<file path="src/rtl/seg_scan_driver_if.sv">
// Display-side bundle for seg_scan_driver: scan/blink strobes and frame data in, digit/segment drive out.
interface seg_scan_driver_if #(
    parameter int unsigned NUM_DIGITS = 8
);
    logic                    tick_scan;
    logic                    tick_blink;
    logic [4*NUM_DIGITS-1:0] digits_in;
    logic [NUM_DIGITS-1:0]   dp_in;
    logic [NUM_DIGITS-1:0]   blink_mask;
    logic                    blank_lz;
    logic [NUM_DIGITS-1:0]   digit_sel;
    logic [7:0]              seg;
    logic                    frame_start;

    modport master (
        output tick_scan, tick_blink, digits_in, dp_in, blink_mask, blank_lz,
        input  digit_sel, seg, frame_start
    );

    modport slave (
        input  tick_scan, tick_blink, digits_in, dp_in, blink_mask, blank_lz,
        output digit_sel, seg, frame_start
    );
endinterface

</file>
<file path="src/rtl/seg_scan_driver.sv">
// Multiplexed 7-segment scanner: per-digit blanking gap, frame-latched shadow data,
// leading-zero suppression and per-digit blinking.
module seg_scan_driver #(
    parameter int unsigned NUM_DIGITS   = 8,
    parameter int unsigned BLANK_CYCLES = 4
) (
    input  logic              clk,
    input  logic              rst_n,
    seg_scan_driver_if.slave  bus
);
    localparam int unsigned IDX_W = $clog2(NUM_DIGITS);
    localparam int unsigned DIG_W = 4 * NUM_DIGITS;
    localparam int unsigned CNT_W = 8;
    localparam logic [IDX_W-1:0] IDX_LAST = IDX_W'(NUM_DIGITS - 1);

    typedef enum logic {ST_BLANK, ST_SHOW} state_t;

    state_t                state_q, state_d;
    logic [CNT_W-1:0]      cnt_q, cnt_d;
    logic [IDX_W-1:0]      idx_q, idx_d;
    logic [DIG_W-1:0]      sh_digits_q, sh_digits_d;
    logic [NUM_DIGITS-1:0] sh_dp_q, sh_dp_d;
    logic [NUM_DIGITS-1:0] sh_blink_q, sh_blink_d;
    logic                  sh_lz_q, sh_lz_d;
    logic                  blink_phase_q, blink_phase_d;
    logic [NUM_DIGITS-1:0] digit_sel_q, digit_sel_d;
    logic [7:0]            seg_q, seg_d;
    logic                  frame_start_q, frame_start_d;

    logic [3:0] cur_digit;
    logic       cur_dp;
    logic       cur_blink;
    logic       upper_zero;
    logic       suppress;

    function automatic logic [6:0] hex7(input logic [3:0] d);
        case (d)
            4'h0: hex7 = 7'h3F;  4'h1: hex7 = 7'h06;  4'h2: hex7 = 7'h5B;  4'h3: hex7 = 7'h4F;
            4'h4: hex7 = 7'h66;  4'h5: hex7 = 7'h6D;  4'h6: hex7 = 7'h7D;  4'h7: hex7 = 7'h07;
            4'h8: hex7 = 7'h7F;  4'h9: hex7 = 7'h6F;  4'hA: hex7 = 7'h77;  4'hB: hex7 = 7'h7C;
            4'hC: hex7 = 7'h39;  4'hD: hex7 = 7'h5E;  4'hE: hex7 = 7'h79;  default: hex7 = 7'h71;
        endcase
    endfunction

    // Next-state, shadow latch and registered-output computation
    always_comb begin
        state_d       = state_q;
        cnt_d         = cnt_q;
        idx_d         = idx_q;
        sh_digits_d   = sh_digits_q;
        sh_dp_d       = sh_dp_q;
        sh_blink_d    = sh_blink_q;
        sh_lz_d       = sh_lz_q;
        blink_phase_d = blink_phase_q ^ bus.tick_blink;
        frame_start_d = 1'b0;
        digit_sel_d   = '0;
        seg_d         = '0;
        cur_digit     = 4'h0;
        cur_dp        = 1'b0;
        cur_blink     = 1'b0;
        upper_zero    = 1'b1;

        case (state_q)
            ST_BLANK: begin
                // cnt == 0 only after reset: stay dark until the first scan tick
                if (cnt_q == CNT_W'(1)) begin
                    state_d = ST_SHOW;
                    cnt_d   = '0;
                end else if (cnt_q != '0) begin
                    cnt_d = CNT_W'(cnt_q - CNT_W'(1));
                end
            end
            default: ;
        endcase

        if (bus.tick_scan) begin
            idx_d = (idx_q == IDX_LAST) ? '0 : IDX_W'(idx_q + IDX_W'(1));
            if (BLANK_CYCLES > 0) begin
                state_d = ST_BLANK;
                cnt_d   = CNT_W'(BLANK_CYCLES);
            end else begin
                state_d = ST_SHOW;
            end
            if (idx_d == '0) begin
                sh_digits_d   = bus.digits_in;
                sh_dp_d       = bus.dp_in;
                sh_blink_d    = bus.blink_mask;
                sh_lz_d       = bus.blank_lz;
                frame_start_d = 1'b1;
            end
        end

        // Select the current digit and check whether it and all higher digits are zero
        for (int unsigned j = 0; j < NUM_DIGITS; j++) begin
            if (IDX_W'(j) == idx_q) begin
                cur_digit = sh_digits_q[4*j +: 4];
                cur_dp    = sh_dp_q[j];
                cur_blink = sh_blink_q[j];
            end
            if (IDX_W'(j) >= idx_q && sh_digits_q[4*j +: 4] != 4'h0) begin
                upper_zero = 1'b0;
            end
        end
        suppress = sh_lz_q && (idx_q != '0) && upper_zero;

        if (state_q == ST_SHOW) begin
            digit_sel_d = NUM_DIGITS'(1) << idx_q;
            if (!(blink_phase_q && cur_blink)) begin
                seg_d = {cur_dp, suppress ? 7'h00 : hex7(cur_digit)};
            end
        end
    end

    always_ff @(posedge clk or negedge rst_n) begin
        if (!rst_n) begin
            state_q       <= ST_BLANK;
            cnt_q         <= '0;
            idx_q         <= IDX_LAST;
            sh_digits_q   <= '0;
            sh_dp_q       <= '0;
            sh_blink_q    <= '0;
            sh_lz_q       <= 1'b0;
            blink_phase_q <= 1'b0;
            digit_sel_q   <= '0;
            seg_q         <= '0;
            frame_start_q <= 1'b0;
        end else begin
            state_q       <= state_d;
            cnt_q         <= cnt_d;
            idx_q         <= idx_d;
            sh_digits_q   <= sh_digits_d;
            sh_dp_q       <= sh_dp_d;
            sh_blink_q    <= sh_blink_d;
            sh_lz_q       <= sh_lz_d;
            blink_phase_q <= blink_phase_d;
            digit_sel_q   <= digit_sel_d;
            seg_q         <= seg_d;
            frame_start_q <= frame_start_d;
        end
    end

    assign bus.digit_sel   = digit_sel_q;
    assign bus.seg         = seg_q;
    assign bus.frame_start = frame_start_q;
endmodule

</file>
<file path="src/flat_wrapper.sv">
// flat-port wrapper written by rule: the top's interface ports become plain ports
module seg_scan_driver_flat 
#(
    parameter int unsigned NUM_DIGITS   = 8,
    parameter int unsigned BLANK_CYCLES = 4
)
  (clk, rst_n, bus_tick_scan, bus_tick_blink, bus_digits_in, bus_dp_in, bus_blink_mask, bus_blank_lz, bus_digit_sel, bus_seg, bus_frame_start);
  seg_scan_driver_if #(.NUM_DIGITS(NUM_DIGITS)) bus_i ();
  input  logic clk;
  input  logic rst_n;
  input wire logic [$bits(bus_i.tick_scan)-1:0] bus_tick_scan;
  input wire logic [$bits(bus_i.tick_blink)-1:0] bus_tick_blink;
  input wire logic [$bits(bus_i.digits_in)-1:0] bus_digits_in;
  input wire logic [$bits(bus_i.dp_in)-1:0] bus_dp_in;
  input wire logic [$bits(bus_i.blink_mask)-1:0] bus_blink_mask;
  input wire logic [$bits(bus_i.blank_lz)-1:0] bus_blank_lz;
  output wire logic [$bits(bus_i.digit_sel)-1:0] bus_digit_sel;
  output wire logic [$bits(bus_i.seg)-1:0] bus_seg;
  output wire logic [$bits(bus_i.frame_start)-1:0] bus_frame_start;
  assign bus_i.tick_scan = bus_tick_scan;
  assign bus_i.tick_blink = bus_tick_blink;
  assign bus_i.digits_in = bus_digits_in;
  assign bus_i.dp_in = bus_dp_in;
  assign bus_i.blink_mask = bus_blink_mask;
  assign bus_i.blank_lz = bus_blank_lz;
  assign bus_digit_sel = bus_i.digit_sel;
  assign bus_seg = bus_i.seg;
  assign bus_frame_start = bus_i.frame_start;
  seg_scan_driver #(.NUM_DIGITS(NUM_DIGITS), .BLANK_CYCLES(BLANK_CYCLES)) u_core (.clk(clk), .rst_n(rst_n), .bus(bus_i));
endmodule
</file>
<file path="config.mk">
export PLATFORM = sky130hd
export DESIGN_NAME = seg_scan_driver_flat
export DESIGN_NICKNAME = d
export VERILOG_FILES = /design/src/rtl/seg_scan_driver_if.sv /design/src/rtl/seg_scan_driver.sv /design/src/flat_wrapper.sv
export SDC_FILE = /design/constraint.sdc
export NUM_CORES = 1
export LEC_CHECK = 0
export ABC_CLOCK_PERIOD_IN_PS = 3000
export CORE_UTILIZATION = 48
export DETAILED_ROUTE_END_ITERATION = 16
export PLACE_DENSITY_LB_ADDON = 0.08
export REMOVE_ABC_BUFFERS = 1
export SYNTH_ARGS = -nofsm -noshare
export SYNTH_HDL_FRONTEND = slang
export SYNTH_SLANG_ARGS = --single-unit
</file>
<file path="constraint.sdc">
create_clock -name clk -period 3 [get_ports clk]
set_clock_uncertainty 0.15 [all_clocks]
set_input_delay 0.45 -clock clk [delete_from_list [all_inputs] [get_ports clk]]
set_output_delay 0.45 -clock clk [all_outputs]
set_load 0.05 [all_outputs]
</file>
==> impl_table.tex, run 1 <==
\begin{tabular}{lr}
\hline
Metric & Value \\
\hline
\multicolumn{2}{l}{\textbf{Drt}} \\
Total Wirelength & approximately 9700 um \\
Drt pass-1 iters & 4 \\
Wire per inst & around 15 um \\
Violation count after the first detailed-routing iteration & 220 \\
Vias & roughly 3500 \\
Routed Antenna Nets & 0 \\
DRC violations left & 0 \\
Vias per Instance & approximately 5.5 \\
\multicolumn{2}{l}{\textbf{Power and ir drop}} \\
Part of the power in combinational logic & 0.493 \\
Proportion of power drawn by the clock network & 0.152 \\
Power spent charging and discharging nets & $\sim$2.3 mW \\
Total power consumption of the routed design & $\sim$5.3 mW \\
Leakage power of the design & 2.429 nW \\
Internal power component & 2.942 mW \\
Worst supply voltage drop on vdd & $\sim$360 uV \\
Sequential share of power & 0.356 \\
Switching share of power & 0.4428 \\
Power density over the cells & 1033 nW/um\^{}2 \\
\multicolumn{2}{l}{\textbf{Die}} \\
Placement Rows & 33 \\
Core area & $\sim$8000 um\^{}2 \\
Horizontal die dimension & 94.27 um \\
IO Pins & 70 \\
Starting density of the core & 0.4973 \\
Die Ht & $\sim$94 um \\
Die outline area & 8886 um\^{}2 \\
\multicolumn{2}{l}{\textbf{GRT}} \\
Pin count of the biggest net entering global routing & 80 \\
GR Util met2 & 0.3822 \\
Number of antenna violations at the first check in global routing & 0 \\
Global routing usage on met3 & 0.03155 \\
Most congested layer reported by global routing & met2 \\
First-pass GRT wire length & 16440 um \\
Number of global-route vias before repair & between 3000 and 4000 \\
Aggregate global routing overflow & 0 \\
Met1 Resource Use GR & 0.3416 \\
Combined global-route utilization of all metal layers & 0.2405 \\
\multicolumn{2}{l}{\textbf{Timing}} \\
Final count of negative-setup-slack endpoints & 0 \\
Number of endpoints with negative hold slack in the final report & 0 \\
Fmax & $\sim$350 MHz \\
Measured slew at the worst slew-check pin & 0.9731 ns \\
Unrepaired setup endpoints after global routing & no \\
Final worst-path cycle share & 0.9432 \\
Headroom to the max-slew limit & 0.3513 \\
Minimum clock period & $\sim$2.8 ns \\
Final-report max-slew violation count & 0 \\
\multicolumn{2}{l}{\textbf{Logic synthesis}} \\
Post-synth top flop & dfrtp\_1 \\
Synthesized cell area & 4086 um\^{}2 \\
Yosys warning count & 0 \\
Leading cell types by total area after synthesis & dfrtp\_1 (47\%), nand2\_1 (15\%), ha\_1 (4.3\%) \\
Post-synthesis sequential area ratio & 0.4847 \\
Share of synthesized flip-flops with an asynchronous set or reset & 1.000 \\
Commonest cells post-synth & nand2\_1 (158), dfrtp\_1 (76), a21oi\_1 (18), nor2\_1 (15) \\
Post-synthesis instance total & approximately 450 \\
EDFF count, synth & 0 \\
Number of synthesized register bits & 79 \\
Portion of synthesized cell area occupied by the leading cell type & 0.4654 \\
Most area-hungry cell type in the Yosys netlist & dfrtp\_1 \\
Mean post-synth cell area & about 9.1 um\^{}2 \\
Leading cell type by number of instances after synthesis & nand2\_1 \\
Number of distinct library cells after synthesis & 64 \\
\multicolumn{2}{l}{\textbf{Worst setup path}} \\
Cell breakdown of the critical path & inv\_1 -> ha\_1 -> and2\_4 -> nand3\_1 -> o2111ai\_1 -> o21ai\_2 -> inv\_1 -> ha\_1 -> inv\_1 -> a21oi\_1 -> a21oi\_1 -> o221a\_1 \\
Max incr delay on CP & approximately 0.65 ns \\
Slowest stage cell, crit path & dfstp\_2 \\
CP max FO & 9 \\
Endpoint arrival time on the critical path & about 3 ns \\
Crit-path leading delay family & compound AO/OA/AOI/OAI gates \\
Critical path start-end classification & reg -> reg \\
Most frequent cell on the critical path & inv\_1 \\
Nature of the critical path startpoint & register \\
Data required time at the worst endpoint & 3.14 ns \\
Buf/Inv on CP & 3 \\
Type of element capturing the critical path & register \\
\multicolumn{2}{l}{\textbf{Placed design}} \\
Detail Placement HPWL & 7130 um \\
Count of buffers inserted at the top-level ports & between 60 and 70 \\
RePlAce Congestion & about 0.91 \\
\multicolumn{2}{l}{\textbf{Clock network}} \\
Hold-fix buffers at CTS & 0 \\
TritonCTS clock tree & built \\
Clock-pin slew reported for the worst setup and hold paths after clock tree synthesis & roughly 0.09 ns \\
Number of buffers inserted during clock tree synthesis & 9 \\
Resized Gates After CTS & 0 \\
TritonCTS sink count & about 80 \\
Clk root buf & clkbuf\_8 \\
Worst-skew pair later-pin latency & between 0.3 and 0.4 ns \\
Count of buffers added by post-CTS timing repair for setup & 0 \\
Maximum number of buffers from clock root to sink & 2 \\
H-tree Lvls & 3 \\
\multicolumn{2}{l}{\textbf{Job}} \\
Number of maximum-capacitance constraint violations & 0 \\
\multicolumn{2}{l}{\textbf{Layout}} \\
\# nets final & roughly 600 \\
Area added between synthesis and finish & 25.14\% \\
Layout cells sized above 1 & 0.1113 \\
N\_diodes & 0 \\
Final core occ & 0.6224 \\
\multicolumn{2}{l}{\textbf{Worst hold path}} \\
Kind of path behind the tightest hold check & in -> async \\
\multicolumn{2}{l}{\textbf{Run status}} \\
Run status & finished, final reports clean \\
\hline
\end{tabular}
cell families (layout without fill, tap and decap cells):
| family | count (synthesis) | in the layout | synth area share |
|---|---|---|---|
| AOI/OAI and AO/OA | 78 | 78 | 0.1494 |
| xor gates and xnor gates | 7 | 7 | 0.01500 |
| adders and majority gates | 14 | 14 | 0.04287 |
| buffers and inverters | 38 | 117 | 0.04378 |
| DFF | 79 | 79 | 0.4847 |
| muxes | 1 | 1 | 0.002450 |
| and+or+nand+nor | 234 | 234 | 0.2618 |
through the flow:
stage / hold WS (ns) / area, um^2 / std cells / TNS, ns / setup WS, ns
2_1_floorplan: 0.004409 / 3968 / 429 / -38.66 / -0.8313
3_3_place_gp: 0.3181 / 4907 / 619 / 0 / 0.1316
3_5_place_dp: 0.3167 / 4907 / 619 / 0 / 0.09129
4_1_cts: 0.1326 / 5104 / 635 / 0 / 0.07346
5_1_grt: 0.1685 / 5114 / 635 / 0 / 0.007436
6_report: 0.09412 / 5114 / 635 / 0 / 0.1703
worst register-to-register path: stages (launching register included):
cell	delay, ns
dfstp_2	0.65
inv_1	0.18
ha_1	0.34
and2_4	0.21
nand3_1	0.09
o2111ai_1	0.13
o21ai_2	0.25
inv_1	0.09
ha_1	0.21
inv_1	0.08
a21oi_1	0.05
a21oi_1	0.14
o221a_1	0.19
power groups by stage:
stage / clock (mW) / combinational [mW] / sequential [mW]
floorplan: 0 / 1.65 / 1.95
global placement: 0 / 2.53 / 1.89
detailed placement: 0 / 2.57 / 1.89
CTS: 0.816 / 2.59 / 1.87
global route: 0.860 / 2.89 / 1.93
finish: 0.801 / 2.60 / 1.88
state kept, by name, summed over array words and instances, names as in the netlist:
name / cells
u_core.sh_dp_q: 8
u_core.bus.frame_start: 1
u_core.bus.seg: 8
u_core.cnt_q: 8
u_core.sh_digits_q: 32
u_core.state_q: 1
u_core.blink_phase_q: 1
u_core.bus.digit_sel: 8
u_core.sh_blink_q: 8
u_core.sh_lz_q: 1
u_core.idx_q: 3
path summary, 6_finish.rpt:
check                                                 start                                end  slack [ns]  depth (start not counted)
worst max register to register  u_core.idx_q[0]$_DFFE_PN1P_        u_core.bus.seg[6]$_DFF_PN0_        0.17                         12
max in group asynchronous                             rst_n  u_core.sh_digits_q[5]$_DFFE_PN0P_        1.97                          1
worst min register to register   u_core.sh_lz_q$_DFFE_PN0P_         u_core.sh_lz_q$_DFFE_PN0P_        0.33                          2
worst max-delay path            u_core.idx_q[0]$_DFFE_PN1P_        u_core.bus.seg[6]$_DFF_PN0_        0.17                         12
min in group clk                 u_core.sh_lz_q$_DFFE_PN0P_         u_core.sh_lz_q$_DFFE_PN0P_        0.33                          2
worst min-delay path                                  rst_n        u_core.cnt_q[5]$_DFFE_PN0P_        0.09                          1
layout make-up:
type	count	area, um^2
Tap cell	105	131.4
Clock buffer	10	127.6
Timing Repair Buffer	85	808.3
Clock inverter	6	68.82
Multi-Input combinational cell	334	1937
Inverter	16	60.06
Fill cell	740	3103
Sequential cell	79	1981
layer usage:
layer | up-vias | share of wire
met2 | 82 | 0.47
met5 | - | 0
li1 | 1688 | -
met1 | 1681 | 0.49
met3 | 13 | 0.030
met4 | 0 | 0.013
layout by cell type, fill, tap and decap left out, drive strengths merged, types with 4 or more instances in the layout:
master and instances:
nand2 160, dfrtp 76, clkdlybuf4s50 68, a21oi 18, buf 17, inv 17, nor2 15, ha 14
nor4 13, o21ai 11, clkbuf 10, nand3 8, a31oi 8, o31ai 8, and3b 7, nor3 6
and2 6, nand2b 5, o2111ai 5, xnor2 5, nor2b 4
Note: power is estimated with default switching activity, not from simulation.
==> run 2, diff against run 1 <==
Settings changed: CTS_CLUSTER_SIZE set to 8.
==> results of run 2 <==
No change in the layout: final DEF, timing and power equal those of run 1.
==> run 3, diff against run 2 <==
Settings changed: ABC_AREA set to 0, GPL_TIMING_DRIVEN set to 0.
==> run 3 against run 2 <==
Against the previous run:
- combinational power is essentially flat
- clock-buffer cell count increased by 3
- critical path depth down 1
- first-iteration DRC count grew 17%
- clock power increased by 12%
- total power up 2.1%
- routed wire length is 2.9% lower
- sequential cell count stayed put
- design area grew 1.1%
==> impl_table.tex, run 3 (synthesis gave the netlist of run 1 again) <==
\begin{tabular}{lr}
\hline
Metric & Value \\
\hline
\multicolumn{2}{l}{\textbf{Placed design}} \\
Detail Placement HPWL & 6571 um (was 7130 um) \\
RePlAce Congestion & 0.8415 (was 0.9128) \\
Setup Slack @ Placement & -0.9149 ns (was 0.09129 ns) \\
Inst Count DP & 605 (was 619) \\
Count of buffers inserted at the top-level ports & 69 (unchanged) \\
\multicolumn{2}{l}{\textbf{Layout}} \\
Most common cell after layout, fill and taps aside & nand2\_1 (unchanged) \\
Area added between synthesis and finish & 26.55\% (was 25.14\%) \\
N\_diodes & 0 (unchanged) \\
Final core occ & 0.6294 (was 0.6224) \\
Most frequent cells in the layout & nand2\_1 (158), dfrtp\_1 (76), clkdlybuf4s50\_1 (68) (unchanged) \\
\# nets final & 585 (was 592) \\
Register bank with the most flops & u\_core.sh\_digits\_q (unchanged) \\
Layout cells sized above 1 & 0.1052 (was 0.1113) \\
Max FFs per register & 32 (unchanged) \\
Number of cells in the finished layout apart from fillers & 628 (was 635) \\
\multicolumn{2}{l}{\textbf{Die}} \\
Die Ht & 94.27 um (unchanged) \\
Horizontal die dimension & 94.27 um (unchanged) \\
IO Pins & 70 (unchanged) \\
Placement Rows & 33 (unchanged) \\
Die outline area & 8886 um\^{}2 (unchanged) \\
Core area & 8217 um\^{}2 (unchanged) \\
Starting density of the core & 0.4973 (unchanged) \\
\multicolumn{2}{l}{\textbf{Clock network}} \\
Clock-pin slew reported for the worst setup and hold paths after clock tree synthesis & 0.08 ns (was 0.09 ns) \\
Maximum number of buffers from clock root to sink & 2 (unchanged) \\
Worst-skew pair later-pin latency & 0.35 ns (was 0.36 ns) \\
Clk root buf & clkbuf\_8 (unchanged) \\
TritonCTS sink count & 79 (unchanged) \\
H-tree Lvls & 3 (unchanged) \\
Number of buffers inserted during clock tree synthesis & 9 (unchanged) \\
TritonCTS clock tree & built (unchanged) \\
\multicolumn{2}{l}{\textbf{Drt}} \\
Wire per inst & 15.03 um (was 15.31 um) \\
Vias per Instance & 5.473 (was 5.455) \\
DRC violations left & 0 (unchanged) \\
Routed Antenna Nets & 0 (unchanged) \\
Vias & 3437 (was 3464) \\
Violation count after the first detailed-routing iteration & 258 (was 220) \\
Total Wirelength & 9440 um (was 9720 um) \\
Drt pass-1 iters & 6 (was 4) \\
\multicolumn{2}{l}{\textbf{Power and ir drop}} \\
Leakage power of the design & 2.432 nW (was 2.429 nW) \\
Power density over the cells & 1042 nW/um\^{}2 (was 1033 nW/um\^{}2) \\
Worst supply voltage drop on vdd & 437.2 uV (was 361.7 uV) \\
\multicolumn{2}{l}{\textbf{Timing}} \\
Unrepaired setup endpoints after global routing & no (unchanged) \\
Number of endpoints with negative hold slack in the final report & 0 (unchanged) \\
Fmax & 351.8 MHz (was 353.4 MHz) \\
Final-report max-slew violation count & 0 (unchanged) \\
Measured slew at the worst slew-check pin & 0.6191 ns (was 0.9731 ns) \\
Worst setup margin & 0.1577 ns (was 0.1703 ns) \\
Final count of negative-setup-slack endpoints & 0 (unchanged) \\
Headroom to the max-slew limit & 0.5834 (was 0.3513) \\
Minimum clock period & 2.842 ns (was 2.830 ns) \\
Final worst-path cycle share & 0.9474 (was 0.9432) \\
\multicolumn{2}{l}{\textbf{Worst setup path}} \\
Critical path start-end classification & reg -> reg (unchanged) \\
CP max FO & 20 (was 9) \\
Endpoint arrival time on the critical path & 2.93 ns (was 2.96 ns) \\
Data required time at the worst endpoint & 3.09 ns (was 3.14 ns) \\
R2R Path Start & u\_core.idx\_q[1]\$\_DFFE\_PN1P\_ (was u\_core.idx\_q[0]\$\_DFFE\_PN1P\_) \\
Endpoint of the lowest-slack register-to-register path & u\_core.bus.seg[4]\$\_DFF\_PN0\_ (was u\_core.bus.seg[6]\$\_DFF\_PN0\_) \\
Worst reg2reg path depth & 11 (was 12) \\
Nature of the critical path startpoint & register (unchanged) \\
Worst R2R Setup Slack & 0.16 ns (was 0.17 ns) \\
Type of element capturing the critical path & register (unchanged) \\
\multicolumn{2}{l}{\textbf{GRT}} \\
Combined global-route utilization of all metal layers & 0.2302 (was 0.2405) \\
First-pass GRT wire length & 15790 um (was 16440 um) \\
Met1 Resource Use GR & 0.3238 (was 0.3416) \\
Global routing usage on met3 & 0.03479 (was 0.03155) \\
Most congested layer reported by global routing & met2 (unchanged) \\
Number of global-route vias before repair & 3309 (was 3288) \\
Number of antenna violations at the first check in global routing & 0 (unchanged) \\
Pin count of the biggest net entering global routing & 53 (was 80) \\
GR Util met2 & 0.3587 (was 0.3822) \\
Aggregate global routing overflow & 0 (unchanged) \\
\multicolumn{2}{l}{\textbf{Worst hold path}} \\
Endpoint with the worst hold slack & u\_core.sh\_blink\_q[5]\$\_DFFE\_PN0P\_ \\
Number of cells on the worst hold path & 2 \\
Hold wc startpoint & u\_core.sh\_blink\_q[5]\$\_DFFE\_PN0P\_ \\
Kind of path behind the tightest hold check & reg -> reg (was in -> async) \\
\multicolumn{2}{l}{\textbf{Job}} \\
Number of maximum-capacitance constraint violations & 0 (unchanged) \\
\multicolumn{2}{l}{\textbf{Run status}} \\
Run status & finished, final reports clean (unchanged) \\
\hline
\end{tabular}
run 3: changes by cell type in the layout (fill, tap and decap cells not counted), moves of 2 or more:
cell / change
ha_4: +2
inv_6: -2
buf_4: -10
clkbuf_8: +2
run 3: worst max path at each step:
stage | from | end | slack [ns] | cells after the start
6_report | u_core.idx_q[1]$_DFFE_PN1P_ | u_core.bus.seg[4]$_DFF_PN0_ | 0.16 | 11
4_1_cts | u_core.idx_q[1]$_DFFE_PN1P_ | u_core.sh_digits_q[26]$_DFFE_PN0P_ | 0.06 | 8
3_3_place_gp | u_core.idx_q[0]$_DFFE_PN1P_ | u_core.sh_digits_q[26]$_DFFE_PN0P_ | -2.15 | 7
3_5_place_dp | u_core.idx_q[0]$_DFFE_PN1P_ | u_core.sh_digits_q[26]$_DFFE_PN0P_ | -0.91 | 8
5_1_grt | u_core.idx_q[1]$_DFFE_PN1P_ | u_core.bus.seg[5]$_DFF_PN0_ | 0.0002 | 12
2_1_floorplan | u_core.idx_q[0]$_DFFE_PN1P_ | u_core.sh_digits_q[26]$_DFFE_PN0P_ | -0.83 | 6
run 3: routing by layer:
metal | vias up | routed length (um)
met1 | 1673 | 4484
met2 | 81 | 4484
met4 | 0 | 107
met5 | - | 0
li1 | 1670 | -
met3 | 13 | 363
run 3: where the power goes:
part | leakage [nW] | switching, mW | total (mW) | internal (mW)
sequential | 1.02 | 0.383 | 1.88 | 1.50
clock | 0.114 | 0.381 | 0.895 | 0.514
combinational | 1.30 | 1.55 | 2.61 | 1.06
total | 2.43 | 2.32 | 5.39 | 3.07
run 3: what timing repair did:
action | in CTS | in global routing
setup endpoints to repair | 57 | 57
resized for setup | 7 | 6
hold endpoints to repair | 38 | 0
pin swaps | 0 | 1
hold buffers | 1 | 0
setup buffers | 2 | 4
run 3: layout make-up:
type                       count  area [um^2]
fill                         725         3045
sequential                    79         1984
multi-input combinational    334         1976
timing repair buffer          78        790.8
clock buffer                  13        158.9
tap                          105        131.4
clock inverter                 3        65.06
inverter                      16        65.06
run 3: through the flow:
step                TNS (ns)  area, um^2  hold WS, ns  total power, mW
finish                     0        5171       0.3245            5.391
global route               0        5171       0.3460            5.779
floorplan             -38.66        3968     0.004409            3.595
CTS                        0        5115       0.3234            5.283
global placement     -210.13        4790       0.3046            4.225
detailed placement    -41.33        4840       0.3051            4.344
run 3: worst max-delay path: stages, from the launching register on:
cell and delay (ns):
dfstp_4 0.73, inv_1 0.13, ha_2 0.29, and2_4 0.20, nand3_1 0.09, o2111ai_1 0.12, o21a_2 0.29, inv_1 0.11
ha_1 0.23, inv_1 0.08, o31ai_1 0.23, a21oi_1 0.06
==> variant (settings of run 3) <==
`NUM_DIGITS` is set to 8 in 3 places; all go to 16.
--- a/src/rtl/seg_scan_driver_if.sv
+++ b/src/rtl/seg_scan_driver_if.sv
@@ -2,3 +2,3 @@
 interface seg_scan_driver_if #(
-    parameter int unsigned NUM_DIGITS = 8
+    parameter int unsigned NUM_DIGITS = 16
 );
--- a/src/rtl/seg_scan_driver.sv
+++ b/src/rtl/seg_scan_driver.sv
@@ -3,3 +3,3 @@
 module seg_scan_driver #(
-    parameter int unsigned NUM_DIGITS   = 8,
+    parameter int unsigned NUM_DIGITS   = 16,
     parameter int unsigned BLANK_CYCLES = 4
--- a/src/flat_wrapper.sv
+++ b/src/flat_wrapper.sv
@@ -3,3 +3,3 @@
 #(
-    parameter int unsigned NUM_DIGITS   = 8,
+    parameter int unsigned NUM_DIGITS   = 16,
     parameter int unsigned BLANK_CYCLES = 4
Ports: changed (resized bus_blink_mask, bus_digit_sel, bus_digits_in and bus_dp_in); port bits go from 70 to 126. No check against the original RTL was run, so the function may have changed too.
==> variant against run 3 <==
  * Routed wire length up 110%
  * Sequential power rose by 84%
  * The run now ends with setup timing left
  * Total power rose by 110%
  * Clock power grew 130%
  * Synthesized area grew 68%
  * Largest power group unchanged
  * Worst setup slack worse by 0.50 ns
  * Critical path depth rose by 3
  * Sequential cell count rose by 57
  * Final area increased by 86%
  * Via count increased by 71%
  * Maximum frequency decreased by 15%
==> variant: results (changes against run 3) <==
Synth:
- The adder and majority cell fraction of the synthesized area is 2.73% (was 4.29%).
- The xor and xnor area share after synthesis is 0.764% (was 1.50%).
- The unique cell type count in the Yosys netlist is 76 (was 64).
- Leading post-synthesis cells by cell area: dfrtp_1, mux2_2, ha_1 (was dfrtp_1, nand2_1, ha_1).
- The cell count after synthesis is 616 (was 451).

Place:
- The setup slack after placement is -1.40 ns (was -0.915 ns).
- The number of instances in the placed design is 886 (was 605).
- The weighted congestion reported at the end of routability-driven placement was 0.911 (was 0.842).

CTS:
- The post-CTS setup repair buffer count is 40 (was 2).
- The CTS root buffer is clkbuf_16 (was clkbuf_8).
- The clock transition at the registers of the reported paths is 0.06 ns (was 0.08 ns).

Status:
- The checks that failed: setup timing.
- Run status: finished with violations (was completed).

Cells and area:
- The layout buffer count excluding clock buffers is 180 (was 78).
- The non-filler instance count after layout is 971 (was 628).
- The sequential cell area in the final layout is 0.00342 mm² (was 0.00198 mm²).
- The number of clock buffer instances in the layout came to 19 (was 13).
- The utilization after layout is 69.0% (was 62.9%).
- The number of flip-flops in the largest register was 64 (was 32).

Routing:
- The iteration-0 DRC count of the detailed router is 584 (was 258).
- The wire length reported by the detailed router is 20.3 mm (was 9.44 mm).

Timing:
- The remaining max-slew budget at the tightest pin came to 54.2% (was 58.3%).
- The setup slack of the critical path after layout was -0.347 ns (was 0.158 ns).
- The final number of setup-violating endpoints is 8 (was 0).

Die:
- The area of the core is 0.0139 mm² (was 0.00822 mm²).

Global routing:
- The largest net degree at the start of global routing was 101 (was 53).
-- variant: changes by cell type after synthesis, sizes merged, moves of 6 or more --
| cell | run 3 | this run |
|---|---|---|
| mux2 | 0 | 95 |
| nor4 | 13 | 19 |
| nor2 | 15 | 45 |
| o21ai | 11 | 27 |
| nand2 | 160 | 39 |
| a221oi | 1 | 8 |
| nand3 | 8 | 15 |
| o221ai | 0 | 7 |
| buf | 15 | 26 |
| nor3 | 6 | 16 |
| dfrtp | 76 | 132 |
-- variant: power by group through the flow --
stage	clock [W]	combinational, W	sequential [W]
after floorplan	0	0.00263	0.00328
after CTS	0.00212	0.00484	0.00342
after detailed placement	0	0.00366	0.00348
after global placement	0	0.00356	0.00346
after global routing	0.00220	0.00583	0.00355
final	0.00210	0.00554	0.00346
-- variant: worst paths after layout --
kind | start | endpoint | slack (ns) | cells after the start
worst max-delay path | u_core.idx_q[0]$_DFFE_PN1P_ | u_core.bus.seg[2]$_DFF_PN0_ | -0.35 | 14
worst min-delay path | u_core.blink_phase_q$_DFF_PN0_ | u_core.blink_phase_q$_DFF_PN0_ | 0.33 | 1
worst max register to register | u_core.idx_q[0]$_DFFE_PN1P_ | u_core.bus.seg[2]$_DFF_PN0_ | -0.35 | 14
worst min register to register | u_core.blink_phase_q$_DFF_PN0_ | u_core.blink_phase_q$_DFF_PN0_ | 0.33 | 1
max in group asynchronous | rst_n | u_core.sh_digits_q[51]$_DFFE_PN0P_ | 1.57 | 3
min in group asynchronous | rst_n | u_core.bus.digit_sel[0]$_DFF_PN0_ | 0.34 | 2
-- variant: layer usage --
metal / track usage (%) / up-vias / wire length (µm)
li1: - / 2601 / -
met1: 36.5 / 2892 / 8590
met2: 44.1 / 322 / 9680
met3: 7.30 / 54 / 1440
met4: 11.9 / 0 / 538
met5: 0 / - / 0
